<file path="config.mk">
export PLATFORM = sky130hd
export DESIGN_NAME = j2_stack_unit
export DESIGN_NICKNAME = d
export VERILOG_FILES = /design/src/rtl/j2_stack_unit_pkg.sv /design/src/rtl/j2_stack_unit_stack_ram.sv /design/src/rtl/j2_stack_unit.sv
export SDC_FILE = /design/constraint.sdc
export NUM_CORES = 1
export LEC_CHECK = 0
export CORE_ASPECT_RATIO = 2
export CORE_MARGIN = 2
export CORE_UTILIZATION = 40
export DETAILED_ROUTE_END_ITERATION = 12
export HOLD_SLACK_MARGIN = 0.05
export PLACE_DENSITY = 0.65
export SLEW_MARGIN = 20
export SYNTH_ARGS = -nofsm -noshare
export SYNTH_HDL_FRONTEND = slang
export SYNTH_SLANG_ARGS = --single-unit
</file>
<file path="constraint.sdc">
create_clock -name clk -period 2.6 [get_ports clk]
set_input_delay 0.52 -clock clk [delete_from_list [all_inputs] [get_ports clk]]
set_output_delay 0.52 -clock clk [all_outputs]
set_load 0.02 [all_outputs]
</file>
<file path="src/rtl/j2_stack_unit_pkg.sv">
// Shared sizes, state encoding and pointer-wrap helpers for the j2 data/return stack unit.
package j2_stack_unit_pkg;

    localparam int unsigned WIDTH = 32;
    localparam int unsigned DEPTH = 4;

    typedef logic [DEPTH-1:0] ptr_t;
    typedef logic [WIDTH-1:0] cell_t;

    localparam ptr_t PtrMax = '1;

    typedef enum logic {
        StClear = 1'b0,
        StRun   = 1'b1
    } stk_state_e;

    typedef struct packed {
        logic data_overflow;
        logic data_underflow;
        logic return_overflow;
        logic return_underflow;
    } stk_flags_t;

    // Step of +1 out of the top slot.
    function automatic logic ptr_overflow(input ptr_t cur, input ptr_t nxt);
        ptr_t delta;
        delta = nxt - cur;
        return (delta == ptr_t'(1)) && (cur == PtrMax);
    endfunction

    // Step of -1 out of the bottom slot.
    function automatic logic ptr_underflow(input ptr_t cur, input ptr_t nxt);
        ptr_t delta;
        delta = nxt - cur;
        return (delta == PtrMax) && (cur == '0);
    endfunction

endpackage

</file>
<file path="src/rtl/j2_stack_unit_stack_ram.sv">
// Stack storage: one synchronous write port, one asynchronous read port, no reset.
module j2_stack_unit_stack_ram #(
    parameter int unsigned Width = 32,
    parameter int unsigned Depth = 4
) (
    input  logic             clk,
    input  logic             we,
    input  logic [Depth-1:0] waddr,
    input  logic [Width-1:0] wdata,
    input  logic [Depth-1:0] raddr,
    output logic [Width-1:0] rdata
);

    logic [Width-1:0] mem [2**Depth];

    always_ff @(posedge clk) begin
        if (we) begin
            mem[waddr] <= wdata;
        end
    end

    assign rdata = mem[raddr];

endmodule

</file>
<file path="src/rtl/j2_stack_unit.sv">
// Data/return stack registers and memories for the j2 core, with a zero-fill sweep after reset
// or a clear request.
module j2_stack_unit
    import j2_stack_unit_pkg::*;
(
    input  logic             clk,
    input  logic             resetq,
    input  logic             enable,
    input  logic             clear_request,
    input  logic [DEPTH-1:0] data_stack_pointer_second,
    input  logic [WIDTH-1:0] data_stack_next_top,
    input  logic             data_stack_write_enable,
    input  logic [DEPTH-1:0] return_stack_pointer_second,
    input  logic [WIDTH-1:0] return_stack_second,
    input  logic             return_stack_write_enable,
    output logic [DEPTH-1:0] data_stack_pointer_top,
    output logic [WIDTH-1:0] data_stack_top,
    output logic [WIDTH-1:0] data_stack_second,
    output logic [DEPTH-1:0] return_stack_pointer_top,
    output logic [WIDTH-1:0] return_stack_top,
    output logic             busy,
    output logic             data_overflow,
    output logic             data_underflow,
    output logic             return_overflow,
    output logic             return_underflow
);

    stk_state_e state_q, state_d;
    ptr_t       sweep_q, sweep_d;
    ptr_t       dsp_q, dsp_d;
    ptr_t       rsp_q, rsp_d;
    cell_t      t_q, t_d;
    stk_flags_t flags_q, flags_d;

    logic  commit;
    logic  clearing;
    logic  dram_we, rram_we;
    ptr_t  dram_addr, rram_addr;
    cell_t dram_wdata, rram_wdata;

    always_ff @(posedge clk or negedge resetq) begin
        if (!resetq) begin
            state_q <= StClear;
            sweep_q <= '0;
            dsp_q   <= '0;
            rsp_q   <= '0;
            t_q     <= '0;
            flags_q <= '0;
        end else begin
            state_q <= state_d;
            sweep_q <= sweep_d;
            dsp_q   <= dsp_d;
            rsp_q   <= rsp_d;
            t_q     <= t_d;
            flags_q <= flags_d;
        end
    end

    always_comb begin
        state_d = state_q;
        sweep_d = sweep_q;
        dsp_d   = dsp_q;
        rsp_d   = rsp_q;
        t_d     = t_q;
        flags_d = flags_q;
        commit  = 1'b0;
        unique case (state_q)
            StClear: begin
                sweep_d = sweep_q + 1'b1;
                if (sweep_q == PtrMax) begin
                    state_d = StRun;
                end
            end
            StRun: begin
                // A clear request wins over enable: nothing commits on that edge.
                if (clear_request) begin
                    state_d = StClear;
                    sweep_d = '0;
                    dsp_d   = '0;
                    rsp_d   = '0;
                    t_d     = '0;
                    flags_d = '0;
                end else if (enable) begin
                    commit  = 1'b1;
                    dsp_d   = data_stack_pointer_second;
                    t_d     = data_stack_next_top;
                    rsp_d   = return_stack_pointer_second;
                    flags_d.data_overflow    = flags_q.data_overflow
                        | ptr_overflow(dsp_q, data_stack_pointer_second);
                    flags_d.data_underflow   = flags_q.data_underflow
                        | ptr_underflow(dsp_q, data_stack_pointer_second);
                    flags_d.return_overflow  = flags_q.return_overflow
                        | ptr_overflow(rsp_q, return_stack_pointer_second);
                    flags_d.return_underflow = flags_q.return_underflow
                        | ptr_underflow(rsp_q, return_stack_pointer_second);
                end
            end
            default: state_d = StClear;
        endcase
    end

    // The sweep shares each memory's only write port with the normal commit path.
    always_comb begin
        clearing   = (state_q == StClear);
        dram_we    = clearing | (commit & data_stack_write_enable);
        dram_addr  = clearing ? sweep_q : data_stack_pointer_second;
        dram_wdata = clearing ? '0 : t_q;
        rram_we    = clearing | (commit & return_stack_write_enable);
        rram_addr  = clearing ? sweep_q : return_stack_pointer_second;
        rram_wdata = clearing ? '0 : return_stack_second;
    end

    j2_stack_unit_stack_ram #(
        .Width (WIDTH),
        .Depth (DEPTH)
    ) u_data_ram (
        .clk   (clk),
        .we    (dram_we),
        .waddr (dram_addr),
        .wdata (dram_wdata),
        .raddr (dsp_q),
        .rdata (data_stack_second)
    );

    j2_stack_unit_stack_ram #(
        .Width (WIDTH),
        .Depth (DEPTH)
    ) u_return_ram (
        .clk   (clk),
        .we    (rram_we),
        .waddr (rram_addr),
        .wdata (rram_wdata),
        .raddr (rsp_q),
        .rdata (return_stack_top)
    );

    assign busy                     = clearing;
    assign data_stack_pointer_top   = dsp_q;
    assign data_stack_top           = t_q;
    assign return_stack_pointer_top = rsp_q;
    assign data_overflow            = flags_q.data_overflow;
    assign data_underflow           = flags_q.data_underflow;
    assign return_overflow          = flags_q.return_overflow;
    assign return_underflow         = flags_q.return_underflow;

endmodule

</file>
==> metrics <==
Least-Margin Pin Slew between 1 and 1.5 ns; CTS Buf Count a little over 90; synth cell count leaders edfxtp_1 (1024), mux4_2 (214), a22oi_1 (148); DR vias 21700; max_slew headroom roughly 18%; initial drt markers 1815; Reg area roughly 32000 µm²; area share of the largest cell type after synthesis between 70 and 80%; setup ws final -0.536 ns; RePlAce Congestion between 0.8 and 0.9; Total Power slightly above 60 mW; syn avg cell area 20.9 µm²; met3 WL a little over 6 mm; num rows ~170; Clk Latency, worst-skew pair 0.70 ns; Overall Global Routing Usage between 20 and 25%; Worst-path clk slew approximately 0.07 ns; Die Wd approximately 230 µm; classification of the worst-slack hold path input port to flip-flop; drt total wl 108 mm; RSZ-0062 raised after global routing yes; initial antenna violation count 4; Setup CP Type flip-flop to primary output; met1 wire length 38.4 mm; Area growth syn-to-layout 27.5%; Critical Path Start Type flip-flop; Cells after DPL roughly 3600; Post-synth EDFFs about 1000; CP Data Required Time ~2.1 ns; initial core utilization around 40%; Fin Setup TNS -27.89 ns; pin count of the biggest net entering global routing 37; largest area contributor in the netlist edfxtp_1; Hold Vio Cnt, Final 0; final max-slew violation count 0; fmax around 320 MHz; IO Pins ~190; Final min period approximately 3.1 ns; CTS tree built; R2R Setup Slk approximately 0.070 ns; Layout fillers just under 8000; maximum vdd drop about 740 µV; DRC Markers 0; # clock sinks around 1100; main flop type after synthesis edfxtp_1; finished layout cell area 52600 µm²; met2 wire len approximately 60 mm; synth top area cells edfxtp_1 (74%), mux4_2 (12%), dfrtp_1 (3.0%); Synth Register Bits roughly 1100; vias per inst about 5.6; post-synth design cell area slightly above 40000 µm²; # nets final around 2500; Core Area between 100000 and 150000 µm²; CP endpoint kind primary output; dpl cell area approximately 47000 µm²; Synth Instances slightly below 2000; H-tree levels 3; violated checks setup timing; drt pass-1 iters 5; antenna-violating nets left 0; Max-Cap Viols 0; top-count cell post-synth edfxtp_1; PwrDens ~1200 nW/µm²; critical-path maximum fanout 5; clock buffer depth 3; full die area about 110000 µm²; sequential cell area fraction in the yosys report 77.5%; number of global-route vias before repair 22900; area of the multi-input gates between 9000 and 10000 µm²; Synth Warn # 0; post-synth net total 2058; Async SR Flop Fraction 4.57%; Post-Route Skew about 0.021 ns; die height about 460 µm; first-pass GRT wire length ~150 mm; WL/cell about 28 µm; status complete, but fails checks; fin crit share 121%; Setup violations, final 64; share of layout cells above drive strength 1 a little under two fifths; Port-buffer cells around 190; Max Used Layer met5; critical path arrival about 2.6 ns; Leak around 17 nW; Synth cell types 41; clk root buf clkbuf_16; post-DP HPWL roughly 66 mm; Post-Layout Cell Count ~3900; gr ovfl total 0
flip-flops by register name (all words and copies together) (netlist names):
register,count
data_stack_top,32
data_stack_pointer_top,4
data_overflow,1
data_underflow,1
state_q,1
return_stack_pointer_top,4
u_data_ram.mem,512
u_return_ram.mem,512
return_overflow,1
return_underflow,1
sweep_q,4
power breakdown:
part | internal [mW] | switching [mW] | total [mW]
Combinational | 10.8 | 12.5 | 23.3
Clock | 7.67 | 6.23 | 13.9
Sequential | 23.5 | 1.23 | 24.7
kinds of logic (layout without fill, tap and decap cells):
group                      Yosys count  in the layout  share of synthesized area, %
adders and majority gates            9              9                         0.309
and+or+nand+nor                    236            236                          2.77
buffers and inverters              128            683                          1.58
AOI/OAI and AO/OA                  219            219                          4.00
other                                0              3                             0
muxes                              298            298                          13.7
DFF                               1073           1073                          77.5
xor gates and xnor gates             8              8                         0.170
routing by layer:
metal  up-vias  track usage, %
li1       9141               -
met1     11400            23.0
met2       886            38.1
met3       196            2.93
met4         4            7.55
met5         -               0
cells in the final DEF (no fill, tap or decap), drive strengths merged, types with 3 or more instances in the layout:
cell / count
edfxtp: 1024
buf: 368
mux4: 214
a22oi: 148
clkbuf: 126
clkdlybuf4s50: 114
nand2: 85
mux2i: 84
and2: 67
dfrtp: 49
nor2: 42
a22o: 37
clkinv: 30
nand3: 21
inv: 21
o21ai: 11
bufinv: 8
clkinvlp: 8
a31oi: 8
ha: 7
nor2b: 7
xnor2: 5
a21oi: 4
diode: 3
nand3b: 3
xor2: 3
dlygate4sd2: 3
timing repair:
item / CTS / global route
buffers inserted: 56 / 52
pin swaps: 88 / 109
cloned: 18 / 7
hold buffers: 1 / 0
gates resized for setup: 363 / 204
endpoints found under the hold margin: 31 / 0
endpoints found under the setup margin: 71 / 64
worst max-delay path: stages (launching register included):
cell,delay (ns)
dfrtp_4,0.52
buf_16,0.17
buf_8,0.13
buf_12,0.13
mux4_2,0.47
a22oi_2,0.22
nand2_2,0.12
buf_12,0.14
metrics by stage:
| stage | hold slack [ns] | utilization (%) | setup WS, ns |
|---|---|---|---|
| after floorplan | 0.224 | - | -0.327 |
| after global routing | 0.416 | 51.4 | -0.602 |
| after CTS | 0.383 | 50.3 | -0.635 |
| after detailed placement | 0.483 | 45.7 | -0.270 |
| after global placement | 0.467 | 45.7 | -0.258 |
| final | 0.435 | 51.4 | -0.536 |
layout make-up:
type,instances,share of cell area [%]
multi-input combinational,770,18.4
clock buffer,119,4.76
inverter,15,0.107
antenna,3,0.0143
sequential,1073,60.8
timing repair buffer,497,11.8
tap,1344,3.19
clock inverter,52,0.991
final timing paths:
kind                                        startpoint  cells past startpoint                       end
min in group asynchronous                       resetq                      2         data_stack_top[1]
max in group asynchronous                       resetq                      2                   state_q
min reg2reg                           return_underflow                      2          return_underflow
max reg2reg                                    state_q                      5  u_return_ram.mem[12][19]
min                            data_stack_next_top[21]                      2        data_stack_top[21]
max                        return_stack_pointer_top[1]                      7       return_stack_top[2]
Power figures use the tool's default switching activity.
